File: config.mk
export PLATFORM = sky130hd
export DESIGN_NAME = execute_cycle
export DESIGN_NICKNAME = d
export VERILOG_FILES = /design/src/rtl/execute_cycle.sv
export SDC_FILE = /design/constraint.sdc
export NUM_CORES = 1
export LEC_CHECK = 0
export ABC_AREA = 0
export BUFFER_PORTS_ARGS = -buffer_cell sky130_fd_sc_hd__buf_2
export CAP_MARGIN = 15
export CORE_MARGIN = 4
export CORE_UTILIZATION = 53
export DETAILED_ROUTE_END_ITERATION = 16
export PLACE_DENSITY = 0.84
export SYNTH_ARGS = -nofsm -noshare
export SYNTH_HDL_FRONTEND = slang
export SYNTH_SLANG_ARGS = --single-unit
File: constraint.sdc
create_clock -name clk -period 12.9 [get_ports clk]
set_input_delay 1.29 -clock clk [delete_from_list [all_inputs] [get_ports clk]]
set_output_delay 1.29 -clock clk [all_outputs]
set_load 0.01 [all_outputs]
File: src/rtl/execute_cycle.sv
// Purpose : RV32I execute stage. It applies operand forwarding, runs the ALU, resolves
//           branches and registers the results into EX/MEM. After a taken branch it kills
//           the younger instructions that are already in flight.
// Latency : 1 cycle from the EX inputs to the *M outputs. PCSrcE and PCTargetE are
//           combinational in the same cycle.
// Backpressure : none. The stage advances on every clock, and killed slots leave as bubbles.
//
// Ports:
//   clk, rst                 clock, async active-low reset
//   RegWriteE..BranchE       ID/EX control bits
//   ALUControlE              ALU op (000 add, 001 sub, 010 and, 011 or, 101 slt)
//   RD1_E, RD2_E, Imm_Ext_E  operands and immediate
//   RD_E, PCE, PCPlus4E      destination register and PCs
//   ForwardA_E, ForwardB_E   forwarding selects (01 = ResultW, 10 = ALUResultM)
//   ResultW                  writeback forward source
//   PCSrcE, PCTargetE        branch redirect toward fetch
//   *M                       EX/MEM pipeline register outputs
//   SquashE                  instruction currently in EX is being killed
module execute_cycle #(
  parameter int XLEN         = 32,
  parameter int SQUASH_DEPTH = 2
) (
  input  logic            clk,
  input  logic            rst,
  input  logic            RegWriteE,
  input  logic            ALUSrcE,
  input  logic            MemWriteE,
  input  logic            ResultSrcE,
  input  logic            BranchE,
  input  logic [2:0]      ALUControlE,
  input  logic [XLEN-1:0] RD1_E,
  input  logic [XLEN-1:0] RD2_E,
  input  logic [XLEN-1:0] Imm_Ext_E,
  input  logic [4:0]      RD_E,
  input  logic [XLEN-1:0] PCE,
  input  logic [XLEN-1:0] PCPlus4E,
  input  logic [1:0]      ForwardA_E,
  input  logic [1:0]      ForwardB_E,
  input  logic [XLEN-1:0] ResultW,
  output logic            PCSrcE,
  output logic [XLEN-1:0] PCTargetE,
  output logic            RegWriteM,
  output logic            MemWriteM,
  output logic            ResultSrcM,
  output logic [4:0]      RD_M,
  output logic [XLEN-1:0] ALUResultM,
  output logic [XLEN-1:0] WriteDataM,
  output logic [XLEN-1:0] PCPlus4M,
  output logic            SquashE
);

  localparam int CW = (SQUASH_DEPTH > 0) ? $clog2(SQUASH_DEPTH + 1) : 1;

  logic [XLEN-1:0] src_a, fwd_b, src_b, alu_res;
  logic            alu_lt, zero;
  logic [CW-1:0]   cnt_q, cnt_d;

  logic            regwrite_q, memwrite_q, resultsrc_q;
  logic            regwrite_d, memwrite_d;
  logic [4:0]      rd_q;
  logic [XLEN-1:0] alu_q, wdata_q, pcplus4_q;

  // Forwarding muxes. The 10 source is this stage's own registered result.
  always_comb begin
    src_a = RD1_E;
    case (ForwardA_E)
      2'b01:   src_a = ResultW;
      2'b10:   src_a = ALUResultM;
      default: src_a = RD1_E;
    endcase
  end

  always_comb begin
    fwd_b = RD2_E;
    case (ForwardB_E)
      2'b01:   fwd_b = ResultW;
      2'b10:   fwd_b = ALUResultM;
      default: fwd_b = RD2_E;
    endcase
  end

  assign src_b  = ALUSrcE ? Imm_Ext_E : fwd_b;
  assign alu_lt = $signed(src_a) < $signed(src_b);

  always_comb begin
    alu_res = '0;
    case (ALUControlE)
      3'b000:  alu_res = src_a + src_b;
      3'b001:  alu_res = src_a - src_b;
      3'b010:  alu_res = src_a & src_b;
      3'b011:  alu_res = src_a | src_b;
      3'b101:  alu_res = {{(XLEN-1){1'b0}}, alu_lt};
      default: alu_res = '0;
    endcase
  end

  assign zero      = (alu_res == '0);
  assign PCTargetE = PCE + Imm_Ext_E;

  // A branch that is itself on the wrong path must never redirect, so it is gated
  // by the squash state.
  assign SquashE = (cnt_q != '0);
  assign PCSrcE  = BranchE & zero & ~SquashE;

  always_comb begin
    cnt_d = cnt_q;
    if (PCSrcE)
      cnt_d = CW'(SQUASH_DEPTH);
    else if (SquashE)
      cnt_d = cnt_q - CW'(1);
  end

  // Killed slots keep their data fields. Only the architectural side effects are dropped.
  assign regwrite_d = RegWriteE & ~SquashE;
  assign memwrite_d = MemWriteE & ~SquashE;

  always_ff @(posedge clk or negedge rst) begin
    if (!rst) begin
      cnt_q       <= '0;
      regwrite_q  <= 1'b0;
      memwrite_q  <= 1'b0;
      resultsrc_q <= 1'b0;
      rd_q        <= '0;
      alu_q       <= '0;
      wdata_q     <= '0;
      pcplus4_q   <= '0;
    end else begin
      cnt_q       <= cnt_d;
      regwrite_q  <= regwrite_d;
      memwrite_q  <= memwrite_d;
      resultsrc_q <= ResultSrcE;
      rd_q        <= RD_E;
      alu_q       <= alu_res;
      wdata_q     <= fwd_b;
      pcplus4_q   <= PCPlus4E;
    end
  end

  assign RegWriteM  = regwrite_q;
  assign MemWriteM  = memwrite_q;
  assign ResultSrcM = resultsrc_q;
  assign RD_M       = rd_q;
  assign ALUResultM = alu_q;
  assign WriteDataM = wdata_q;
  assign PCPlus4M   = pcplus4_q;

endmodule

* After elaboration in Yosys (flattened, before gate mapping) *
Cells that the tools add are included.

storage, ports and cells
  register bits = 106
  input bits = 211
  output and inout port bits = 138
  logic and storage cells = 38

cells by class
  $add $sub $neg = 4
  $lt $le $gt $ge = 1
  eq/ne operators = 8
  mux-type cells = 6
  bitwise operators = 7
  reduce and logical (&&, ||, !) cells = 4

operator list
  operator                                                            count
  32-bit one-hot mux with 5 select lines                              1
  32-bit one-hot mux with 2 select lines                              2
  32-bit adder                                                        2
  32-bit AND                                                          1
  32-bit logical NOT                                                  1
  32-bit less-than comparator                                         1
  32-bit 2-to-1 mux                                                   1
  32-bit bitwise OR                                                   1
  32-bit subtractor                                                   1
  3-bit by 2-bit == test with 1-bit output, second input constant     2
  1-bit AND                                                           4
  2-bit by 1-bit == test with 1-bit output, second input constant     2
  2-bit == test, second input constant                                2
  2-bit 2-to-1 mux                                                    2
  2-bit nonzero test                                                  2
  3-bit by 1-bit == test with 1-bit output, second input constant     1
  3-bit == test, second input constant                                1
  3-bit logical NOT                                                   1
  2-bit by 1-bit subtractor with 2-bit output, second input constant  1
  1-bit inverter                                                      1

* Longest topological paths before layout *
  depth after elaboration = 9
  mapped depth = 22
  mapped depth without buffers = 21

* Worst setup path after synthesis *
OpenSTA, ideal clock, no wires.

  path kind = input port to output port
  start point = input port ForwardB_E[0]
  end point = output port PCSrcE
  arrival time = 5.601 ns
  required time = 11.610 ns
  slack = 6.009 ns
  cell stages on the path = 20
  path buffers = 2
  cell sequence = inv_1 > ha_1 > clkbuf_1 > clkbuf_1 > a21oi_1 > o21ai_0 > ha_1 > inv_1 > fa_1 > nor2b_1 > o2111ai_2 > a311oi_2 > nor3_2 > o41a_1 > a21oi_1 > a2111oi_0 > o31ai_1 > xor2_1 > a2111oi_2 > and3_1

on the way
  word-level cells in the longest chain between the ends = 8
  elaborated cells on any way between the ends = 13
  those cells by class = add/sub: 2; order compare: 1; eq/ne: 2; mux: 3; bitwise: 4; reduce/logical: 1

RTL lines
  what                                                                              RTL line  source
  from (decl)                                                                       38        input logic [1:0] ForwardB_E,
  2-bit == test / 2-bit by 1-bit == test with 1-bit output (equally long branches)  75        case (ForwardB_E)
  32-bit one-hot mux with 2 select lines *                                          75
  32-bit 2-to-1 mux *                                                               82        assign src_b = ALUSrcE ? Imm_Ext_E : fwd_b;
  32-bit subtractor, or another cell as far along                                   89        3'b001: alu_res = src_a - src_b;
  32-bit one-hot mux with 5 select lines *                                          87        case (ALUControlE)
  32-bit logical NOT *                                                              97        assign zero = (alu_res == '0);
  1-bit AND * (2 in a row)                                                          103       assign PCSrcE = BranchE & zero & ~SquashE;
  to (decl)                                                                         40        output logic PCSrcE,

Mark *: on every way between the ends. The rest lies on a longest branch, timed or not.

* Worst setup path in the final report *
Same ends and word-level chain as after synthesis.

==> impl_metrics.py <==
metrics = {
    "worst_setup_path": {
        "crit_fanout": 64,
        "arrival_ns": 6.92,
        "reg2reg_to": "cnt_q[0]",
        "startpoint_type": "input pin",
        "rr_startpoint": "ALUResultM[12]",
        "endpoint_kind": "primary output",
        "reg2reg_depth": 17,
        "crit_chain": "buf_2, inv_1, ha_2, buf_4, nor2_1, a21oi_1, o21ai_0, ha_1, nand3_1, or3_1, a311oi_2, nor3_2, o41a_1, a21oi_1, a2111oi_0, o31ai_1, xor2_1, a2111oi_2, and3_1, buf_2",
        "r2r_slack_ns": 7.48,
        "crit_type": "in -> out",
        "cpLargestDelayFamily": "compound AO/OA/AOI/OAI gates",
        "crit_path_max_incr_delay_ns": 0.65,
        "required_ns": 11.61,
        "slowest_stage": "ha_1",
        "worst-path-buf-inv": 4,
    },
    "cts": {
        "cts_buffer_depth": 2,
        "postCtsSetupBuffers": 0,
        "clkLatencyLatePin_ns": 0.37,
        "clkSinkCount": 106,
        "cts-htree-levels": 3,
        "tritoncts": "yes",
        "cts_buffers": 9,
        "cts.clk_slew.worst_paths_ns": 0.09,
        "hold_buffers": 0,
        "cts_resized": 0,
        "cts-root-buf": "clkbuf_16",
    },
    "global_routing": {
        "grt_use_met1": 0.519,
        "grt_pass1_wl_um": 69700,
        "grt_use_total": 0.371,
        "antenna_found_initial": 4,
        "met2_usage": 0.588,
        "grt_max_degree": 70,
        "grt_overflow": 0,
        "gr-max-usage-layer": "met2",
        "grt_pass1_vias": 12000,
        "use_met3": 0.0692,
    },
    "yosys": {
        "synth_top_family_by_area": "compound AO/OA/AOI/OAI gates",
        "synth_seq_cells": 106,
        "synth_seq_area_share": 0.236,
        "ys_warn_count": 0,
        "synth-simple-area-share": 0.172,
        "syn-instance-count": 1470,
        "syn_avg_cell_area_um2": 7.66,
        "synth_top_area_frac": 0.236,
        "ys_dominant_reg_cell": "dfrtp_1",
        "synthMuxAreaShare": 0.0119,
        "synth_largest_area_cell": "dfrtp_1",
        "yosysUniqueCellTypes": 86,
        "synth_xor_area_frac": 0.0366,
        "syn-num-nets": 1823,
        "synth-adder-area-share": 0.160,
        "synth_edf_count": 0,
        "syn-cell-area_um2": 11300,
        "async_flop_share": 1.00,
        "yosys-top-cells-area": "dfrtp_1 (24%), ha_1 (15%), a21oi_1 (5.4%), o21ai_0 (5.2%), nand2_1 (4.8%)",
        "synth-compound-area-share": 0.308,
    },
    "min_path": {
        "min_to": "cnt_q[0]",
        "min_delay_path_depth": 1,
        "hp-start": "cnt_q[0]",
        "hold_path_class": "reg -> reg",
    },
    "placement": {
        "dp_hpwl_um": 37700,
        "gp_congestion": 1.05,
        "pre_cts_ws_ns": 4.87,
        "place_area_um2": 13100,
        "placed_cells": 2023,
        "port-buffer-count": 348,
    },
    "drt": {
        "drt.antenna.violating_nets": 0,
        "vias": 13000,
        "firstDrtPassIters": 6,
        "first_iter_violations": 1522,
        "drc": 0,
        "wl_per_cell_um": 22.9,
        "viasPerCell": 6.35,
        "wirelength_um": 46900,
    },
    "die": {
        "row_count": 53,
        "die_h_um": 154,
        "design.core.area_um2": 21000,
        "dieWidth_um": 154,
        "start_util": 0.537,
        "die_area_um2": 23600,
        "num_io_pins": 349,
    },
    "finish": {
        "drive_above_1_share": 0.228,
        "nets": 2112,
        "stdcell_count": 2043,
        "post-route-util": 0.639,
        "final_area_um2": 13400,
        "syn2layout_area_growth_pct": 18.9,
    },
    "sta": {
        "setup_violations": 0,
        "fin_crit_sh": 0.637,
        "tns_ns": 0,
        "tightestPinTransition_ns": 1.19,
        "hold_violations": 0,
        "slew-limit-headroom": 0.203,
        "fin_crit_ns": 8.21,
        "max_freq_mhz": 122,
        "drv_slew": 0,
        "whs_ns": 0.560,
        "finClkSkew_ns": 0.0184,
        "final.setup.worst_slack_ns": 4.69,
        "rsz0062_at_grt": "no",
    },
    "power_and_ir_drop": {
        "finalPower_mw": 1.46,
        "p_leak_nw": 6.88,
        "p_sw_uw": 676,
        "ir_worst_vdd_mv": 0.0583,
        "clkPwrFrac": 0.196,
        "comb_power_share": 0.531,
        "p_int_uw": 788,
        "swShare": 0.462,
        "seqPwrFrac": 0.273,
        "power_density_nw_per_um2": 109,
    },
    "job": {
        "maxCapViolations": 0,
    },
    "run_status": {
        "status": "complete, no violations",
    },
}
==> placed cells by master, fill, tap and decap left out, types with 32 or more instances in the layout <==
master / count
nand2_1: 145
a22oi_1: 65
buf_2: 347
xnor2_1: 34
a21oi_1: 122
inv_1: 141
dfrtp_1: 106
nor2_1: 121
a21o_1: 32
o21ai_0: 116
ha_1: 138
==> state kept, by name (all words and copies together), names as in the netlist <==
register / cells
RD_M: 5
PCPlus4M: 32
MemWriteM: 1
ResultSrcM: 1
cnt_q: 2
ALUResultM: 32
RegWriteM: 1
WriteDataM: 32
==> worst max-delay path by stage <==
| stage | startpoint | end | slack, ns | cells after the start |
|---|---|---|---|---|
| after detailed placement | ForwardB_E[0] | PCSrcE | 4.87 | 22 |
| after global placement | ForwardB_E[0] | PCSrcE | 4.95 | 20 |
| final | ForwardB_E[0] | PCSrcE | 4.69 | 20 |
| after floorplan | ForwardB_E[0] | PCSrcE | 6.01 | 20 |
| after global routing | ForwardB_E[0] | PCSrcE | 4.51 | 20 |
| after CTS | ForwardB_E[0] | PCSrcE | 4.88 | 22 |
==> synthesized netlist by cell type (all sizes together) (8+ instances only) <==
cell    instances
a211o           8
o31ai           9
or3            10
a211oi         14
o21a           16
o21bai         19
clkbuf         56
a21o           32
and2           10
inv           141
nor4           12
and3           15
or2             8
a22oi          65
nand4          12
a21oi         123
a31oi          16
nor2b          14
nor3           24
o211ai         25
o22ai          10
nand2b         12
nand3          18
nor2          122
xor2           13
nand2         145
o21ai         123
ha            139
xnor2          34
dfrtp         106
buf            24
==> layout make-up <==
type,instances,area (um^2)
fill,1895,7570
antenna,4,10.0
clock buffer,10,229
inverter,141,529
sequential,106,2650
timing repair buffer,358,1820
multi-input combinational,1143,7750
tap,275,344
clock inverter,6,56.3
==> cell families after synthesis <==
logic type	Yosys count
AOI/OAI and AO/OA	525
xor gates and xnor gates	47
adders and majority gates	142
buffers and inverters	221
DFF	106
muxes	11
and+or+nand+nor	418
==> power by group through the flow <==
stage	logic, mW	clock network (mW)	registers (mW)
final	0.778	0.287	0.399
after global placement	0.744	0	0.403
after detailed placement	0.750	0	0.404
after floorplan	0.472	0	0.416
after global routing	0.835	0.297	0.401
after CTS	0.755	0.286	0.397
==> metal layers <==
metal / share of wire / wire, um / vias to the layer above
met1: 0.40 / 18800 / 6109
met3: 0.12 / 5570 / 107
met4: 0.030 / 1410 / 0
li1: - / - / 5832
met5: 0 / 0 / -
met2: 0.45 / 21100 / 922
(Power assumes the default switching activity.)
